--- src/rtl/gw2a_ddr_rdalign.sv ---
// GW2A DDR read-capture aligner: per-lane IDES4 bit-pair pick with optional half-word slip,
// plus a calibration FSM that sweeps every select against a training pattern.
module gw2a_ddr_rdalign #(
  parameter int         LANES   = 8,
  parameter logic [3:0] PATTERN = 4'b1001,
  parameter int         SETTLE  = 4,
  parameter int         CHECKS  = 8
) (
  input  logic               PCLK,
  input  logic               RESET_N,
  input  logic               CALIB_REQ,
  input  logic               SHIFT_WE,
  input  logic [3*LANES-1:0] SHIFT_I,
  input  logic [4*LANES-1:0] DI,
  output logic [LANES-1:0]   Q0,
  output logic [LANES-1:0]   Q1,
  output logic [3*LANES-1:0] SHIFT_O,
  output logic [LANES-1:0]   LOCKED,
  output logic               PHASE,
  output logic               BUSY,
  output logic               DONE,
  output logic               FAIL
);
  localparam int CNT_MAX = (SETTLE > CHECKS) ? SETTLE : CHECKS;
  localparam int CNT_W   = $clog2(CNT_MAX);

  typedef enum logic [2:0] {S_IDLE, S_SETTLE, S_CHECK, S_ADVANCE, S_FINISH} state_t;
  state_t state, state_nx;

  logic [CNT_W-1:0]   cnt, cnt_nx;
  logic [2:0]         trial, trial_nx;
  logic [LANES-1:0]   pass, pass_nx, locked_nx, lock_acc;
  logic [3*LANES-1:0] shift_nx;
  logic               busy_nx, done_nx, fail_nx;
  logic [LANES-1:0]   a_p0, b_p0, b_p1, slip_p0, match;
  logic               settle_end, check_end, adv_finish;

  // Stage 0: bit-pair pick from the current nibble, match test on the registered outputs
  for (genvar l = 0; l < LANES; l++) begin : g_lane
    logic [2:0] sel;
    logic [3:0] nib;
    logic [1:0] idx_b;
    assign sel        = SHIFT_O[3*l +: 3];
    assign nib        = DI[4*l +: 4];
    assign idx_b      = sel[1:0] + 2'd2;
    assign a_p0[l]    = nib[sel[1:0]];
    assign b_p0[l]    = nib[idx_b];
    assign slip_p0[l] = sel[2];
    assign match[l]   = PHASE ? ({Q1[l], Q0[l]} == PATTERN[3:2])
                              : ({Q1[l], Q0[l]} == PATTERN[1:0]);
  end

  assign settle_end = (state == S_SETTLE) && (cnt == CNT_W'(SETTLE - 1));
  assign check_end  = (state == S_CHECK)  && (cnt == CNT_W'(CHECKS - 1));
  assign lock_acc   = LOCKED | pass;
  assign adv_finish = (&lock_acc) || (trial == 3'd7);

  always_comb begin
    state_nx = state;
    case (state)
      S_IDLE:    if (CALIB_REQ) state_nx = S_SETTLE;
      S_SETTLE:  if (settle_end) state_nx = S_CHECK;
      S_CHECK:   if (check_end) state_nx = S_ADVANCE;
      S_ADVANCE: state_nx = adv_finish ? S_FINISH : S_SETTLE;
      S_FINISH:  state_nx = S_IDLE;
      default:   state_nx = S_IDLE;
    endcase
  end

  always_comb begin
    shift_nx  = SHIFT_O;
    locked_nx = LOCKED;
    pass_nx   = pass;
    cnt_nx    = cnt;
    trial_nx  = trial;
    busy_nx   = BUSY;
    done_nx   = DONE;
    fail_nx   = FAIL;
    case (state)
      S_IDLE: begin
        if (CALIB_REQ) begin
          shift_nx  = '0;
          locked_nx = '0;
          done_nx   = 1'b0;
          fail_nx   = 1'b0;
          trial_nx  = '0;
          cnt_nx    = '0;
          busy_nx   = 1'b1;
        end else if (SHIFT_WE) begin
          shift_nx = SHIFT_I;
        end
      end
      S_SETTLE: begin
        if (settle_end) begin
          cnt_nx  = '0;
          pass_nx = '1;
        end else begin
          cnt_nx = cnt + CNT_W'(1);
        end
      end
      S_CHECK: begin
        // Already-locked lanes are not re-qualified; only unlocked lanes can drop out
        pass_nx = pass & (match | LOCKED);
        cnt_nx  = check_end ? '0 : cnt + CNT_W'(1);
      end
      S_ADVANCE: begin
        locked_nx = lock_acc;
        if (!adv_finish) begin
          trial_nx = trial + 3'd1;
          for (int l = 0; l < LANES; l++)
            if (!lock_acc[l]) shift_nx[3*l +: 3] = trial + 3'd1;
        end
      end
      S_FINISH: begin
        for (int l = 0; l < LANES; l++)
          if (!LOCKED[l]) shift_nx[3*l +: 3] = 3'd0;
        done_nx = &LOCKED;
        fail_nx = ~&LOCKED;
        busy_nx = 1'b0;
      end
      default: ;
    endcase
  end

  // Stage 1: registered aligned outputs and control state
  always_ff @(posedge PCLK or negedge RESET_N) begin
    if (!RESET_N) begin
      state   <= S_IDLE;
      cnt     <= '0;
      trial   <= '0;
      pass    <= '0;
      SHIFT_O <= '0;
      LOCKED  <= '0;
      BUSY    <= 1'b0;
      DONE    <= 1'b0;
      FAIL    <= 1'b0;
      PHASE   <= 1'b0;
      Q0      <= '0;
      Q1      <= '0;
      b_p1    <= '0;
    end else begin
      state   <= state_nx;
      cnt     <= cnt_nx;
      trial   <= trial_nx;
      pass    <= pass_nx;
      SHIFT_O <= shift_nx;
      LOCKED  <= locked_nx;
      BUSY    <= busy_nx;
      DONE    <= done_nx;
      FAIL    <= fail_nx;
      PHASE   <= ~PHASE;
      Q0      <= (slip_p0 & b_p1) | (~slip_p0 & a_p0);
      Q1      <= (slip_p0 & a_p0) | (~slip_p0 & b_p0);
      b_p1    <= b_p0;
    end
  end
endmodule

--- config.mk ---
export PLATFORM = sky130hd
export DESIGN_NAME = gw2a_ddr_rdalign
export DESIGN_NICKNAME = d
export VERILOG_FILES = /design/src/rtl/gw2a_ddr_rdalign.sv
export SDC_FILE = /design/constraint.sdc
export NUM_CORES = 1
export LEC_CHECK = 0
export ABC_CLOCK_PERIOD_IN_PS = 2800
export BUFFER_PORTS_ARGS = -buffer_cell sky130_fd_sc_hd__clkbuf_2
export CORE_MARGIN = 3
export CORE_UTILIZATION = 57
export CTS_CLUSTER_SIZE = 20
export DETAILED_ROUTE_END_ITERATION = 8
export HOLD_SLACK_MARGIN = 0.02
export PLACE_DENSITY_LB_ADDON = 0.12
export SYNTH_ARGS = -nofsm -noshare
export SYNTH_HDL_FRONTEND = slang
export SYNTH_SLANG_ARGS = --single-unit
export TNS_END_PERCENT = 50
--- constraint.sdc ---
create_clock -name PCLK -period 2.8 [get_ports PCLK]
set_input_delay 0.42 -clock PCLK [delete_from_list [all_inputs] [get_ports PCLK]]
set_output_delay 0.42 -clock PCLK [all_outputs]
set_load 0.03 [all_outputs]
; Yosys cells after proc, flatten, opt, wreduce, memory -nomap -nowiden
; Cells that the tools add are included.
[word_totals]
out_inout_bits = 52
regBits = 77
input_bits = 60
wordCells = 207
[classes]
addsub = 10
eq_ne = 44
n_mux = 80
reduce_logical = 26
magnitude_cmp = 16
n_bitwise = 11
[ops]
columns = cell, count
row1 = 24-bit two-way mux, 3
row2 = 3-bit two-way mux, 24
row3 = 24-bit case mux with 3 select lines, 1
row4 = "2-bit by 3-bit < comparator with 1-bit output, second input constant", 16
row5 = 8-bit AND, 5
row6 = "2-bit != test, second input constant", 20
row7 = 5-bit AND reduction, 8
row8 = 1-bit binary-select mux with 2-bit select, 16
row9 = 8-bit bitwise OR, 4
row10 = 8-bit case mux with 2 select lines, 2
row11 = 1-bit two-way mux, 26
row12 = "2-bit adder, second input constant", 8
row13 = "2-bit by 1-bit == test with 1-bit output, second input constant", 8
row14 = "2-bit == test, second input constant", 8
row15 = 8-bit two-way mux, 2
row16 = 8-bit AND reduction, 2
row17 = 3-bit case mux with 4 select lines, 1
row18 = "3-bit by 2-bit == test with 1-bit output, second input constant", 3
row19 = "3-bit == test, second input constant", 3
row20 = 3-bit case mux with 3 select lines, 1
row21 = 8-bit inverter, 1
row22 = 2-bit AND reduction, 4
row23 = "3-bit by 1-bit adder with 3-bit output, second input constant", 2
row24 = 1-bit case mux with 2 select lines, 3
row25 = 11 further kinds, 16

; Depth between registers and ports, before layout
[logic_depth]
ltp_word = 5
mapped_depth = 6
depth_no_buf = 6

; Least setup slack after synthesis
; OpenSTA, ideal clock, no wires.
[synth_path]
kind = register to register
from = register LOCKED[0]
to = register SHIFT_O[12]
t_required_ns = 2.734
stages_incl_launch_ff = 5
slack_ns = 1.011
period_less_slack_ns = 1.789
arrival_time_ns = 1.723
n_path_buf = 0
cell_sequence = dfrtp_1 > o22ai_1 > or4_4 > o211ai_4 > o22a_1
[synth_via]
elab_chain_cells = 5
[synth_lines]
columns = item, line
row1 = from (decl), 18  ; output logic [LANES-1:0] LOCKED,
row2 = from (signal assigned), 147  ; LOCKED <= locked_nx;
row3 = 8-bit bitwise OR, 55  ; assign lock_acc = LOCKED | pass;
row4 = 8-bit AND reduction, 56  ; assign adv_finish = (&lock_acc) || (trial == 3'd7);
row5 = 1-bit logical OR, 56
row6 = 2-bit != test (no source line), --
row7 = 5-bit AND reduction (no source line), --
row8 = to (signal assigned), 146  ; SHIFT_O <= shift_nx;
row9 = to (decl), 17  ; output logic [3*LANES-1:0] SHIFT_O,
; Every way passes these cells.
; A chain may end at the register's enable or synchronous reset.

; Worst setup path in the final report
[layout_path]
from = register state[1]
to = register SHIFT_O[9]
[layout_via]
elab_chain_cells = 3
elab_cells_between_ends = 10
[layout_lines]
columns = item, line
row1 = from (decl), 28  ; state_t state, state_nx;
row2 = from (signal assigned), 142  ; state <= state_nx;
row3 = "3-bit by 2-bit == test with 1-bit output, or another cell as far along", 79  ; case (state)
row4 = "2-bit != test (no source line), or another cell as far along", --
row5 = 5-bit AND reduction (no source line), --
; Parallel ways exist; a longest one is shown, timed or not.

==> results.txt <==
----------------------------------------------------
[Synth]
  Netlist area before placement ... just over 4000 µm²
  Synth Net Count ... 400
  Syn Area/Cell ... approximately 12 µm²
  Count of state elements after synthesis ... 77
  Number of standard cells after synthesis ... ~340
  Synth Flop Type ... sky130_fd_sc_hd__dfrtp_1
  Sequential element share of the synthesized area ... 0.472
  YS warnings ... 0
  Number of enable-type register cells in the synthesized netlist ... 0
  Fraction of registers with async set/reset ... 1.00
  Cell variety after synth ... 46

[Global route]
  Global routing usage on met1 ... 0.365
  Global route hottest layer ... met2
  Via count of the first global-routing pass ... around 3400
  Remaining global-route overflow ... 0
  Met3 Usage GRT ... 0.0383
  Tot GR Track Use ... 0.261
  First-pass GRT wire length ... roughly 17000 µm
  Fraction of met2 tracks used by global routing ... 0.410
  Antenna violations before repair ... 0
  Pin count of the biggest net entering global routing ... ~80

[Clocking]
  Clock-pin slew on the worst setup and hold paths ... ~80 ps
  Total number of H-tree levels ... 3
  Total clock buffers created by CTS ... 9
  Post-CTS Repair Setup Buffers ... 0
  Clock sink count ... between 70 and 80
  TritonCTS clock tree ... built
  Number of gates resized after CTS ... 0
  Skew-Pair Late Insertion Delay ... 350 ps
  Maximum count of clock buffers along a single path ... 2
  Post-CTS Hold Buffers ... 0
  Clock root cell ... sky130_fd_sc_hd__clkbuf_8

[Place]
  Estimated wirelength of the detail-placed design ... about 7500 µm
  GP Congestion ... 0.822
  Placed inst area ... ~4800 µm²
  Count of input and output buffers ... between 100 and 150
  Total placed cells including tap cells ... 536
  Placement Setup Slack ... between 600 and 700 ps

[Finish]
  Diode insertion count for antenna repair ... 0
  Area growth, synth to finish ... 21.2%
  Share of layout cells above drive strength 1 ... 0.378
  Filler-free cell count of the finished design ... between 500 and 600
  Final instance area ... between 4000 and 5000 µm²
  Fin nets ... 516

[Timing]
  Number of slew-limit violations in the final report ... 0
  Setup repair after global routing missed its margin ... false
  Max Freq ... roughly 460 MHz
  Fin crit share ... 0.771
  Clock tree skew after final layout ... between 9 and 10 ps
  Slew headroom ... 0.371
  Total negative setup slack ... 0 ps
  Hold Violations, Final ... 0
  Min cycle time layout ... 2160 ps
  Measured slew at the worst slew-check pin ... 943 ps
  Setup slack after layout ... ~640 ps
  Setup violation total in the final timing report ... 0

[Routing]
  Drt pass-1 iters ... 5
  Final wirelength ... between 10000 and 15000 µm
  Detailed-route vias per instance ... 6.16
  Final routed DRC violation total ... 0
  Average routed wire per standard cell ... 18.7 µm
  Drt initial violations ... approximately 260
  Vias post-DR ... 3393
  DRT antenna net count ... 0

[Worst hold path]
  Path category of the worst min-delay check ... in -> async

[Setup path]
  Type of origin of the critical path ... flip-flop
  Critical path cell sequence ... buf_4 > nand3b_4 > o32ai_2 > o211ai_4 > o22a_1
  Critical Path Fanout Max ... 16
  Worst setup path class ... reg -> reg
  Maximum single-stage delay on the critical path ... about 600 ps
  Required time worst endpoint ... between 3000 and 4000 ps
  Worst EP arrival ... ~2400 ps
  Kind of end point of the critical path ... flip-flop
  Cell with the largest stage delay on the worst path ... sky130_fd_sc_hd__dfrtp_1

[Floorplan]
  Number of top-level pins ... around 110
  Die height ... between 90 and 100 µm
  Initial core utilization ... 0.595
  Die Outline Area ... around 8200 µm²
  Core area ... approximately 7000 µm²
  Die Width ... between 90 and 100 µm
  Number of placement rows ... 30

[Flow run]
  Max-capacitance violation count ... 0

[Power and ir drop]
  Worst ir drop on vdd ... ~0.00077 V
  Leakage Power ... around 2.4 nW
  Pwr Total ... roughly 6.3 mW
  Total power density per cell area ... 1280 nW/µm²

[Run status]
  Run status ... finished clean

----------------------------------------------------
==> cell usage after synthesis (2+ instances only) <==
library cell,n,share of area
sky130_fd_sc_hd__a22o_1,10,0.021
sky130_fd_sc_hd__o21ai_0,11,0.013
sky130_fd_sc_hd__nor3_1,2,0.0024
sky130_fd_sc_hd__o41ai_1,8,0.017
sky130_fd_sc_hd__a21o_1,25,0.046
sky130_fd_sc_hd__xnor2_1,6,0.013
sky130_fd_sc_hd__nor2_1,27,0.025
sky130_fd_sc_hd__clkbuf_1,8,0.0073
sky130_fd_sc_hd__buf_2,4,0.0049
sky130_fd_sc_hd__and2_1,2,0.0031
sky130_fd_sc_hd__o2bb2ai_1,8,0.017
sky130_fd_sc_hd__mux4_2,21,0.12
sky130_fd_sc_hd__nand2b_1,3,0.0046
sky130_fd_sc_hd__inv_1,5,0.0046
sky130_fd_sc_hd__o22ai_1,5,0.0077
sky130_fd_sc_hd__nor2b_1,2,0.0031
sky130_fd_sc_hd__ha_1,5,0.015
sky130_fd_sc_hd__mux2_2,11,0.030
sky130_fd_sc_hd__a21oi_1,12,0.015
sky130_fd_sc_hd__dfrtp_1,77,0.47
sky130_fd_sc_hd__nand2_1,17,0.016
sky130_fd_sc_hd__nor3b_1,16,0.029
sky130_fd_sc_hd__o22a_1,24,0.051
sky130_fd_sc_hd__nand4_1,2,0.0031
sky130_fd_sc_hd__o211ai_4,3,0.016
==> metrics by stage <==
step                hold WS, ps   util
finish                      232  0.721
detailed placement          464  0.693
global route                300  0.721
floorplan                   124      -
global placement            459  0.693
CTS                         252  0.721
==> worst max-delay path, delay by kind of cell, from the launching register on <==
kind	cells	cell delay, ps
AOI/OAI and AO/OA	3	960
DFF	1	600
buffers and inverters	1	250
and+or+nand+nor	1	230
==> routing by layer <==
metal  wire, µm  share of wire
met3        727          0.071
met2       4940           0.48
met5          0              0
met1       4400           0.43
met4        235          0.023
==> state kept, by name, summed over array words and instances, names as in the netlist, 3 cells and up <==
name     flops
cnt          3
Q1           8
b_p1         8
trial        3
LOCKED       8
SHIFT_O     24
Q0           8
pass         8
state        3
==> power by group <==
part	internal [mW]	switching, mW	total (mW)	leakage (nW)
combinational	1.44	1.81	3.25	1.38
sequential	1.61	0.637	2.25	0.892
clock	0.430	0.392	0.822	0.0992
==> cells by family after synthesis <==
family / Yosys count / synth area share
compound gates: 113 / 0.221
xor+xnor: 7 / 0.0150
fa+ha+maj: 5 / 0.0153
buf+inv: 19 / 0.0187
flops: 77 / 0.472
mux: 33 / 0.148
simple gates: 81 / 0.110
==> final timing paths <==
kind	start	end	slack (ps)	cells past startpoint
setup / recovery	state[1]$_DFFE_PN0P_	SHIFT_O[9]$_DFFE_PN0P_	640	5
hold / removal	RESET_N	Q1[6]$_DFF_PN0_	230	1
setup reg to reg	state[1]$_DFFE_PN0P_	SHIFT_O[9]$_DFFE_PN0P_	640	5
hold reg to reg	FAIL$_DFFE_PN0P_	FAIL$_DFFE_PN0P_	480	2
max in group asynchronous	RESET_N	SHIFT_O[1]$_DFFE_PN0P_	1970	1
min in group PCLK	SHIFT_I[10]	SHIFT_O[10]$_DFFE_PN0P_	390	3
==> placed cells by master (no fill, tap or decap), drive strengths merged, types with 5 or more instances in the layout <==
| cell | n |
|---|---|
| a22o | 10 |
| inv | 5 |
| o22ai | 5 |
| a21o | 25 |
| clkbuf | 121 |
| mux2 | 11 |
| o22a | 24 |
| buf | 8 |
| o2bb2ai | 8 |
| o41ai | 8 |
| nor3b | 17 |
| a21oi | 12 |
| dfrtp | 77 |
| nor2 | 27 |
| ha | 5 |
| nand2 | 17 |
| xnor2 | 6 |
| o21ai | 12 |
| mux4 | 21 |
==> layout make-up <==
type,count,area [µm²]
Clock inverter,4,48.8
Tap cell,96,120
Clock buffer,11,141
Multi-Input combinational cell,239,2080
Sequential cell,77,1930
Timing Repair Buffer,118,611
Fill cell,520,1920
Inverter,6,22.5
Note: power is estimated with default switching activity, not from simulation.
